==> src/rtl/d_to_ex_pipe_ctl.sv <==
// Decode->execute pipeline register with valid/ready handshake, flush, load-use
// bubble insertion and a saturating count of inserted bubbles.
module d_to_ex_pipe_ctl #(
  parameter int XLEN = 32,
  parameter int REGW = 5,
  parameter int OPW  = 4,
  parameter int CNTW = 16
) (
  input  logic            clk,
  input  logic            rst_n,
  input  logic            D_valid,
  output logic            D_ready,
  input  logic [XLEN-1:0] D_a,
  input  logic [XLEN-1:0] D_a2,
  input  logic [XLEN-1:0] D_b,
  input  logic [XLEN-1:0] D_b2,
  input  logic [OPW-1:0]  D_alu_op,
  input  logic [REGW-1:0] D_rd,
  input  logic            D_brn,
  input  logic            D_ld,
  input  logic            D_str,
  input  logic            D_we,
  input  logic [REGW-1:0] D_rs1,
  input  logic [REGW-1:0] D_rs2,
  input  logic            D_use_rs1,
  input  logic            D_use_rs2,
  input  logic            flush,
  input  logic            EX_ready,
  output logic            EX_valid,
  output logic [XLEN-1:0] EX_a,
  output logic [XLEN-1:0] EX_a2,
  output logic [XLEN-1:0] EX_b,
  output logic [XLEN-1:0] EX_b2,
  output logic [OPW-1:0]  EX_alu_op,
  output logic [REGW-1:0] EX_rd,
  output logic            EX_brn,
  output logic            EX_ld,
  output logic            EX_str,
  output logic            EX_we,
  output logic [CNTW-1:0] bubble_cnt
);

  logic            r_valid;
  logic [XLEN-1:0] r_a;
  logic [XLEN-1:0] r_a2;
  logic [XLEN-1:0] r_b;
  logic [XLEN-1:0] r_b2;
  logic [OPW-1:0]  r_alu_op;
  logic [REGW-1:0] r_rd;
  // Control bits packed as {brn, ld, str, we}; cleared whenever the slot empties.
  logic [3:0]      r_ctrl;
  logic [CNTW-1:0] r_bubble_cnt;

  logic w_ex_free;
  logic w_src1_hit;
  logic w_src2_hit;
  logic w_hazard;

  // Slot availability, load-use detection and the combinational accept signal.
  always_comb begin
    w_src1_hit = D_use_rs1 && (D_rs1 == r_rd);
    w_src2_hit = D_use_rs2 && (D_rs2 == r_rd);
    w_hazard   = D_valid && r_valid && r_ctrl[2] && (r_rd != {REGW{1'b0}}) &&
                 (w_src1_hit || w_src2_hit);
    w_ex_free  = !r_valid || EX_ready;
    D_ready    = w_ex_free && !w_hazard && !flush;
  end

  // EX slot update: flush beats hold beats bubble beats load; data fields only change on load.
  always_ff @(posedge clk or negedge rst_n) begin
    if (!rst_n) begin
      r_valid      <= 1'b0;
      r_a          <= {XLEN{1'b0}};
      r_a2         <= {XLEN{1'b0}};
      r_b          <= {XLEN{1'b0}};
      r_b2         <= {XLEN{1'b0}};
      r_alu_op     <= {OPW{1'b0}};
      r_rd         <= {REGW{1'b0}};
      r_ctrl       <= 4'b0000;
      r_bubble_cnt <= {CNTW{1'b0}};
    end else if (flush) begin
      r_valid <= 1'b0;
      r_ctrl  <= 4'b0000;
    end else if (!w_ex_free) begin
      r_valid <= r_valid;
      r_ctrl  <= r_ctrl;
    end else if (w_hazard) begin
      r_valid <= 1'b0;
      r_ctrl  <= 4'b0000;
      if (r_bubble_cnt != {CNTW{1'b1}}) begin
        r_bubble_cnt <= r_bubble_cnt + {{(CNTW-1){1'b0}}, 1'b1};
      end else begin
        r_bubble_cnt <= r_bubble_cnt;
      end
    end else if (D_valid) begin
      r_valid  <= 1'b1;
      r_a      <= D_a;
      r_a2     <= D_a2;
      r_b      <= D_b;
      r_b2     <= D_b2;
      r_alu_op <= D_alu_op;
      r_rd     <= D_rd;
      r_ctrl   <= {D_brn, D_ld, D_str, D_we};
    end else begin
      r_valid <= 1'b0;
      r_ctrl  <= 4'b0000;
    end
  end

  assign EX_valid   = r_valid;
  assign EX_a       = r_a;
  assign EX_a2      = r_a2;
  assign EX_b       = r_b;
  assign EX_b2      = r_b2;
  assign EX_alu_op  = r_alu_op;
  assign EX_rd      = r_rd;
  assign EX_brn     = r_ctrl[3];
  assign EX_ld      = r_ctrl[2];
  assign EX_str     = r_ctrl[1];
  assign EX_we      = r_ctrl[0];
  assign bubble_cnt = r_bubble_cnt;

endmodule

==> config.mk <==
export PLATFORM = sky130hd
export DESIGN_NAME = d_to_ex_pipe_ctl
export DESIGN_NICKNAME = d
export VERILOG_FILES = /design/src/rtl/d_to_ex_pipe_ctl.sv
export SDC_FILE = /design/constraint.sdc
export NUM_CORES = 1
export LEC_CHECK = 0
export CORE_MARGIN = 2
export CORE_UTILIZATION = 40
export CTS_CLUSTER_SIZE = 8
export DETAILED_ROUTE_END_ITERATION = 7
export HOLD_SLACK_MARGIN = 0.15
export PLACE_DENSITY = 0.8
export SYNTH_ARGS = -nofsm -noshare
export SYNTH_HDL_FRONTEND = slang
export SYNTH_SLANG_ARGS = --single-unit
export TNS_END_PERCENT = 20
==> constraint.sdc <==
create_clock -name clk -period 5.7 [get_ports clk]
set_input_delay 1.14 -clock clk [delete_from_list [all_inputs] [get_ports clk]]
set_output_delay 1.14 -clock clk [all_outputs]
set_load 0.05 [all_outputs]
== Yosys cells after proc, flatten, opt, wreduce, memory -nomap -nowiden ==
Cells that the tools add are included.

* Memories: 0
* Register bits after elaboration: 158
* Output and inout bits: 159
* Word-level logic and storage cells: 40
* Bits in latches: 0
* Input bits: 158
* RAM bits: 0
* Memory bits (read-only): 0

* Reductions and logical operators: 17
* Add/sub/neg operators: 1
* Eq/ne operators: 3
* Multiply operators: 0
* Divide/modulo/power cells: 0
* Bitwise operators: 2
* $lt $le $gt $ge: 0
* Multiplexer cells: 8
* Shift operators: 0

{| class="wikitable"
|+ Operator list
! kind !! count
|-
| adder 16 x 1 -> 16 bit, second input constant || 1
|-
| 2-to-1 mux 4 bit || 4
|-
| inequality test 16 bit, second input constant || 1
|-
| equality test 5 bit || 2
|-
| logical AND 1 bit || 8
|-
| AND reduction 4 bit || 2
|-
| nonzero test 5 bit || 1
|-
| 2-to-1 mux 1 bit || 4
|-
| zero test 1 bit || 3
|-
| logical OR 1 bit || 2
|-
| inverter 1 bit || 2
|-
| nonzero test 2 bit || 1
|}

== Depth between registers and ports, before layout ==
Gate-level depths: netlist of run 1.

* Depth after elaboration: 7
* Depth in mapped cells: 7
* Mapped depth without buffers: 6

== Worst setup path after synthesis of run 1 ==
OpenSTA, ideal clock, no wires.

* Path type: input to output
* From: input D_rs2[3]
* To: output D_ready
* Stages on the path: 5
* Data arrival time: 2.536 ns
* Setup slack: 2.024 ns
* Data required time: 4.560 ns
* Buffers on the path: 1
* Cell sequence: xnor2_1 nand4_1 o22ai_1 clkbuf_1 a21oi_1

* Word-level cells in the longest chain between the ends: 7

{| class="wikitable"
|+ Ends and longest elaborated chain
! item !! RTL line !! source
|-
| start, declared || 24 || <nowiki>input logic [REGW-1:0] D_rs2,</nowiki>
|-
| equality test 5 bit || 62 || <nowiki>w_src2_hit = D_use_rs2 && (D_rs2 == r_rd);</nowiki>
|-
| logical AND 1 bit || 62 ||
|-
| logical OR 1 bit || 64 || <nowiki>(w_src1_hit || w_src2_hit);</nowiki>
|-
| logical AND 1 bit || 63 || <nowiki>w_hazard = D_valid && r_valid && r_ctrl[2] && (r_rd != {REGW{1'b0}}) &&</nowiki>
|-
| zero test 1 bit || 66 || <nowiki>D_ready = w_ex_free && !w_hazard && !flush;</nowiki>
|-
| logical AND 1 bit (2 in a row) || 66 ||
|-
| end, declared || 12 || <nowiki>output logic D_ready,</nowiki>
|}

Every way passes these cells.

== Worst setup path after layout of run 1 ==
Same ends and word-level chain as after synthesis.

==> results of run 1 <==
[state kept, by name, summed over array words and instances, names as in the netlist]
| register | cells |
|---|---|
| bubble_cnt | 16 |
| EX_valid | 1 |
| EX_a2 | 32 |
| EX_b | 32 |
| EX_b2 | 32 |
| EX_a | 32 |
| r_ctrl | 4 |
| EX_alu_op | 4 |
| EX_rd | 5 |
[metrics by stage]
step,cell area (sq um),utilization (%),power [mW]
after floorplan,6210,-,2.21
after global placement,9550,62.8,2.74
after detailed placement,9550,62.8,2.77
after CTS,10100,66.5,3.87
after global routing,10100,66.5,3.98
final,10100,66.5,3.83
[worst min path at each step]
stage	startpoint	slack [ns]	cells past startpoint	end
finish	EX_a2[16]	0.48	1	EX_a2[16]
global route	EX_b[20]	0.50	1	EX_b[20]
CTS	EX_a2[16]	0.49	1	EX_a2[16]
detailed placement	EX_b[18]	0.47	1	EX_b[18]
global placement	EX_b2[27]	0.47	1	EX_b2[27]
floorplan	bubble_cnt[5]	0.80	1	bubble_cnt[5]
[area by class of cell]
cell class                 instances  area [sq um]  share of cell area (%)
timing repair buffer             320          3190                    31.6
sequential                       158          3950                    39.1
inverter                           2          7.51                  0.0742
clock buffer                      21           450                    4.45
tap                              188           235                    2.33
clock inverter                    10           115                    1.14
multi-input combinational        222          2160                    21.3
[placed cells by master (no fill, tap or decap), types with 2 or more instances in the layout]
cell type | netlist | layout
clkbuf_16 | 0 | 17
nand3_1 | 9 | 9
mux2_1 | 75 | 75
and3_1 | 4 | 4
or4_1 | 2 | 2
clkbuf_1 | 2 | 3
xor2_1 | 3 | 3
clkinv_2 | 0 | 3
nor4b_1 | 2 | 2
mux2_2 | 63 | 63
or2_2 | 2 | 2
nor2_1 | 4 | 4
clkinvlp_4 | 0 | 3
buf_4 | 9 | 4
nor4_1 | 2 | 2
inv_1 | 2 | 2
clkdlybuf4s50_1 | 0 | 315
nand2_1 | 5 | 5
a22o_1 | 4 | 4
dfrtp_1 | 158 | 158
nor2b_1 | 2 | 2
nand4_1 | 11 | 11
xnor2_1 | 22 | 22
bufinv_16 | 0 | 2
[worst register-to-register path: cells and delay by family (launching register included)]
| family | cells | cell delay (ns) |
|---|---|---|
| buffers and inverters | 1 | 0.75 |
| AOI/OAI and AO/OA | 2 | 0.70 |
| and+or+nand+nor | 1 | 0.61 |
| muxes | 1 | 0.56 |
| DFF | 1 | 0.45 |
[cell families after synthesis]
family / count (synthesis)
compound gates: 10
xor+xnor: 25
fa+ha+maj: 1
buf+inv: 19
flops: 158
mux: 138
simple gates: 48
[power breakdown]
part           internal [mW]  switching, mW  leakage, nW  total (mW)
logic                  0.511          0.836         1.96        1.35
clock network          0.654          0.439        0.269        1.09
registers               1.29         0.0988         1.90        1.39
[layer usage]
layer | part of all wire [%] | GRT usage, % | vias to the layer above
met5 | 0 | 0 | -
met4 | 2.8 | 8.18 | 0
met3 | 8.9 | 7.40 | 36
met2 | 52 | 37.7 | 211
met1 | 37 | 22.0 | 2247
li1 | - | - | 2067
==> impl_metrics.csv, run 1 <==
group,metric,value,unit
status,outcome,"finished clean",
timing,period_needed,4.33,ns
clock_network,post_cts_resized,0,
power,ir_drop,277,uV
timing,clock.fmax,231,MHz
yosys,synthFlopType,"dfrtp_1",
global_route,grt_antenna_before_repair,0,
timing,grt_setup_unrepaired,"no",
yosys,synth_area,6210,sq um
worst_setup_path,cp-end-kind,"output pin",
yosys,synth_mux_area_share,25.0,%
finish,stdcell_count,921,
floorplanning,initial_core_util,40.9,%
worst_hold_path,holdCritPathClass,"reg -> reg",
worst_setup_path,max_stage_delay,0.73,ns
floorplanning,die_h,129,um
floorplanning,core.rowCount,45,
worst_setup_path,critical_path_depth,7,
place,port_buffers,316,
yosys,synthesis.area_per_instance,15.6,sq um
place,placedCellCount,890,
detailed_routing,via_count,4561,
finish,nNetsFinal,880,
place,gp_congestion,0.858,
detailed_routing,drcViolationCount,0,
yosys,synth.most_common_cell,"dfrtp_1",
clock_network,cts_tree,"yes",
worst_setup_path,cp_max_fo,17,
floorplanning,die-area,16500,sq um
finish,area_delta_synth_final,62.7,%
yosys,synth_compound_area_share,1.31,%
worst_setup_path,critPathKind,"in -> out",
detailed_routing,drt_iter0_markers,251,
clock_network,clock_latency,0.41,ns
worst_setup_path,arrival,3.19,ns
job,cap_violations,0,
timing,hold_slack,0.482,ns
yosys,yosys-top-cells-area,"dfrtp_1, mux2_1, mux2_2",
timing,tightest_slew,1.03,ns
yosys,post_synth_inst_count,399,
detailed_routing,avgRoutedWirePerCell,18.4,um
detailed_routing,drtAntennaViolNets,0,
clock_network,postCtsSetupBuffers,0,
yosys,synth_top_family_by_area,"multiplexers",
worst_setup_path,worstPathRequired,4.56,ns
worst_setup_path,cp_cell_sequence,"clkdlybuf4s50_1, xnor2_1, nand4_1, o22ai_1, buf_4, a21oi_1, clkdlybuf4s50_1",
finish,num_antenna_cells,0,
timing,setup_viol,0,
detailed_routing,routed_wl,17000,um
yosys,syn_nets,558,
worst_setup_path,critPathLaunchType,"primary input",
floorplanning,die_w,129,um
yosys,synth_edf_count,0,
yosys,synthArstFlopShare,100,%
yosys,synthTopCellsByCount,"dfrtp_1, mux2_1, mux2_2, xnor2_1, nand4_1",
yosys,synth-adder-area-share,0.201,%
power,leakage,4.13,nW
place,dp_hpwl,12700,um
timing,layout_setup_ws,1.37,ns
yosys,ys_ff_latch,158,
worst_setup_path,reg2reg_from,"EX_rd[0]",
global_route,grt_first_pass_wirelength,26500,um
timing,fin_crit_sh,76.0,%
clock_network,htreeDepth,4,
worst_setup_path,cp_common_cell,"clkdlybuf4s50_1",
finish,fill_cells,1076,
timing,fin_tns_setup,0,ns
yosys,ys_types,32,
timing,finalMaxSlewViolations,0,
worst_setup_path,rr_worst_depth,5,
detailed_routing,routed_via_density,4.95,
detailed_routing,dr.pass1.iters,5,
clock_network,clk_pin_slew,0.06,ns
yosys,synth_warnings,0,
global_route,first_global_vias,4970,
worst_setup_path,critPathTopFamily,"buffers and inverters",
clock_network,clkSinkCount,158,
clock_network,hold_buffers,0,
worst_setup_path,reg2reg_to,"EX_a2[25]",
floorplanning,coreArea,15200,sq um
floorplanning,pin_count,317,
yosys,synth_simple_gate_area_share,4.53,%
yosys,synth-xor-area-share,3.52,%
clock_network,clock-root-buffer,"clkbuf_16",
global_route,grt_usage,20.8,%
finish,drive_gt1_share,13.6,%
yosys,yosysTopAreaCell,"dfrtp_1",
timing,hold_viol,0,
global_route,overflow,0,
timing,skew,0.0100,ns
worst_setup_path,crit_start,"D_rs2[3]",
clock_network,cts-buffers-inserted,17,
place,post-place-ws,1.40,ns
global_route,grt_max_degree,103,
power,powerDensity,379,nW/um^2
yosys,yosysTopAreaCellShare,63.6,%
clock_network,ctsLongestPathBuffers,2,
worst_setup_path,critPathBufInv,3,
worst_setup_path,r2r_slack,2.52,ns
worst_setup_path,cpMaxStageDelayCell,"clkdlybuf4s50_1",
yosys,yosysSeqAreaShare,63.6,%
worst_setup_path,worstSetupEndpoint,"D_ready",
timing,slew_headroom,31.1,%
Power figures use the tool's default switching activity.
==> inputs of run 2 (changes only) <==
clock period = 4.4 ns   (was 5.7 ns; I/O delays follow)
==> impl_metrics.csv, run 2 (synthesis results as in run 1) <==
group,metric,value,unit
power,leakage,4.15,nW
worst_setup_path,cp_cell_sequence,"clkdlybuf4s50_1, xnor2_1, nand4_1, o22ai_1, buf_4, a21oi_1, buf_4",
clock_network,clock-root-buffer,"clkbuf_16",
worst_setup_path,arrival,2.37,ns
global_route,grt_antenna_before_repair,0,
worst_setup_path,critPathLaunchType,"primary input",
finish,area_delta_synth_final,63.1,%
clock_network,post_cts_resized,0,
global_route,first_global_vias,4858,
floorplanning,initial_core_util,40.9,%
worst_setup_path,cpMaxStageDelayCell,"clkdlybuf4s50_1",
clock_network,clk_pin_slew,0.06,ns
timing,slew_headroom,34.5,%
timing,skew,0.0108,ns
finish,nNetsFinal,880,
detailed_routing,drt_iter0_markers,178,
place,post-place-ws,1.07,ns
detailed_routing,routed_via_density,4.93,
detailed_routing,drtAntennaViolNets,0,
detailed_routing,routed_wl,16800,um
job,cap_violations,0,
worst_setup_path,worstPathRequired,3.52,ns
worst_setup_path,cp_max_fo,17,
clock_network,ctsLongestPathBuffers,2,
global_route,grt_max_degree,110,
worst_setup_path,reg2reg_from,"EX_rd[0]",
place,port_buffers,316,
worst_setup_path,critPathBufInv,3,
timing,tightest_slew,0.983,ns
floorplanning,die_w,129,um
detailed_routing,drcViolationCount,0,
clock_network,postCtsSetupBuffers,0,
place,gp_congestion,0.843,
clock_network,cts_tree,"yes",
timing,fin_crit_sh,73.8,%
worst_setup_path,crit_start,"D_rs2[3]",
worst_setup_path,max_stage_delay,0.47,ns
detailed_routing,avgRoutedWirePerCell,18.3,um
floorplanning,coreArea,15200,sq um
power,power,4.96,mW
detailed_routing,via_count,4548,
global_route,grt_usage,20.5,%
finish,final_common_cell,"clkdlybuf4s50_1",
worst_setup_path,cp_common_cell,"buf_4",
finish,drive_gt1_share,13.9,%
place,dp_hpwl,12600,um
worst_setup_path,critPathKind,"in -> out",
finish,final_cell_mix,"clkdlybuf4s50_1, dfrtp_1, mux2_1",
clock_network,htreeDepth,4,
power,powerDensity,489,nW/um^2
floorplanning,pin_count,317,
worst_setup_path,rr_worst_depth,5,
timing,period_needed,3.25,ns
detailed_routing,dr.pass1.iters,4,
place,placedCellCount,890,
clock_network,hold_buffers,0,
timing,setup_viol,0,
clock_network,clock_latency,0.42,ns
power,ir_drop,269,uV
floorplanning,core.rowCount,45,
clock_network,clkSinkCount,158,
worst_setup_path,critical_path_depth,7,
timing,fin_tns_setup,0,ns
timing,hold_slack,0.484,ns
worst_hold_path,whs_path_depth,1,
finish,stdcell_count,922,
worst_setup_path,cp-end-kind,"output pin",
worst_hold_path,holdCritPathClass,"reg -> reg",
worst_hold_path,min_from,"EX_b[14]",
worst_setup_path,critPathTopFamily,"buffers and inverters",
floorplanning,die_h,129,um
timing,layout_setup_ws,1.15,ns
timing,finalMaxSlewViolations,0,
global_route,overflow,0,
timing,hold_viol,0,
status,outcome,"finished clean",
floorplanning,die-area,16500,sq um
timing,clock.fmax,308,MHz
timing,grt_setup_unrepaired,"no",
global_route,grt_first_pass_wirelength,26000,um
clock_network,cts-buffers-inserted,17,
finish,num_antenna_cells,0,
==> run 2: worst paths after layout <==
path	to	slack, ns
worst max-delay path	D_ready	1.15
worst min-delay path	EX_b[14]	0.48
worst max register to register	EX_b2[5]	1.43
worst min register to register	EX_b[14]	0.48
max in group asynchronous	bubble_cnt[10]	2.95
min in group asynchronous	EX_b[7]	0.57
==> run 2: through the flow <==
| stage | cell area (sq um) | utilization [%] |
|---|---|---|
| final | 10100 | 66.7 |
| after global routing | 10100 | 66.7 |
| after CTS | 10100 | 66.7 |
| after detailed placement | 9570 | 62.9 |
| after global placement | 9570 | 62.9 |
| after floorplan | 6210 | - |
==> run 2: final cells by class <==
type                       count  area [sq um]
clock inverter                11           118
inverter                       2          7.51
sequential                   158          3950
fill                        1084          5060
tap                          188           235
timing repair buffer         320          3220
multi-input combinational    222          2160
clock buffer                  21           450
==> run 2: metal layers <==
metal	track usage, %	vias to the layer above	wire length, um
li1	-	2081	-
met1	22.2	2233	6080
met2	36.2	204	8790
met3	8.48	30	1570
met4	7.61	0	400
met5	0	-	0
==> run 2: worst register-to-register path: stages (launching register included) <==
cell	delay, ns
dfrtp_1	0.45
or4_1	0.59
o21a_1	0.36
a211oi_4	0.37
buf_4	0.63
mux2_2	0.46
==> run 2: report_power, final <==
| part | internal [mW] | switching (mW) | leakage [nW] | total [mW] |
|---|---|---|---|---|
| Sequential | 1.68 | 0.129 | 1.90 | 1.81 |
| Combinational | 0.664 | 1.08 | 1.97 | 1.74 |
| Clock | 0.846 | 0.565 | 0.277 | 1.41 |
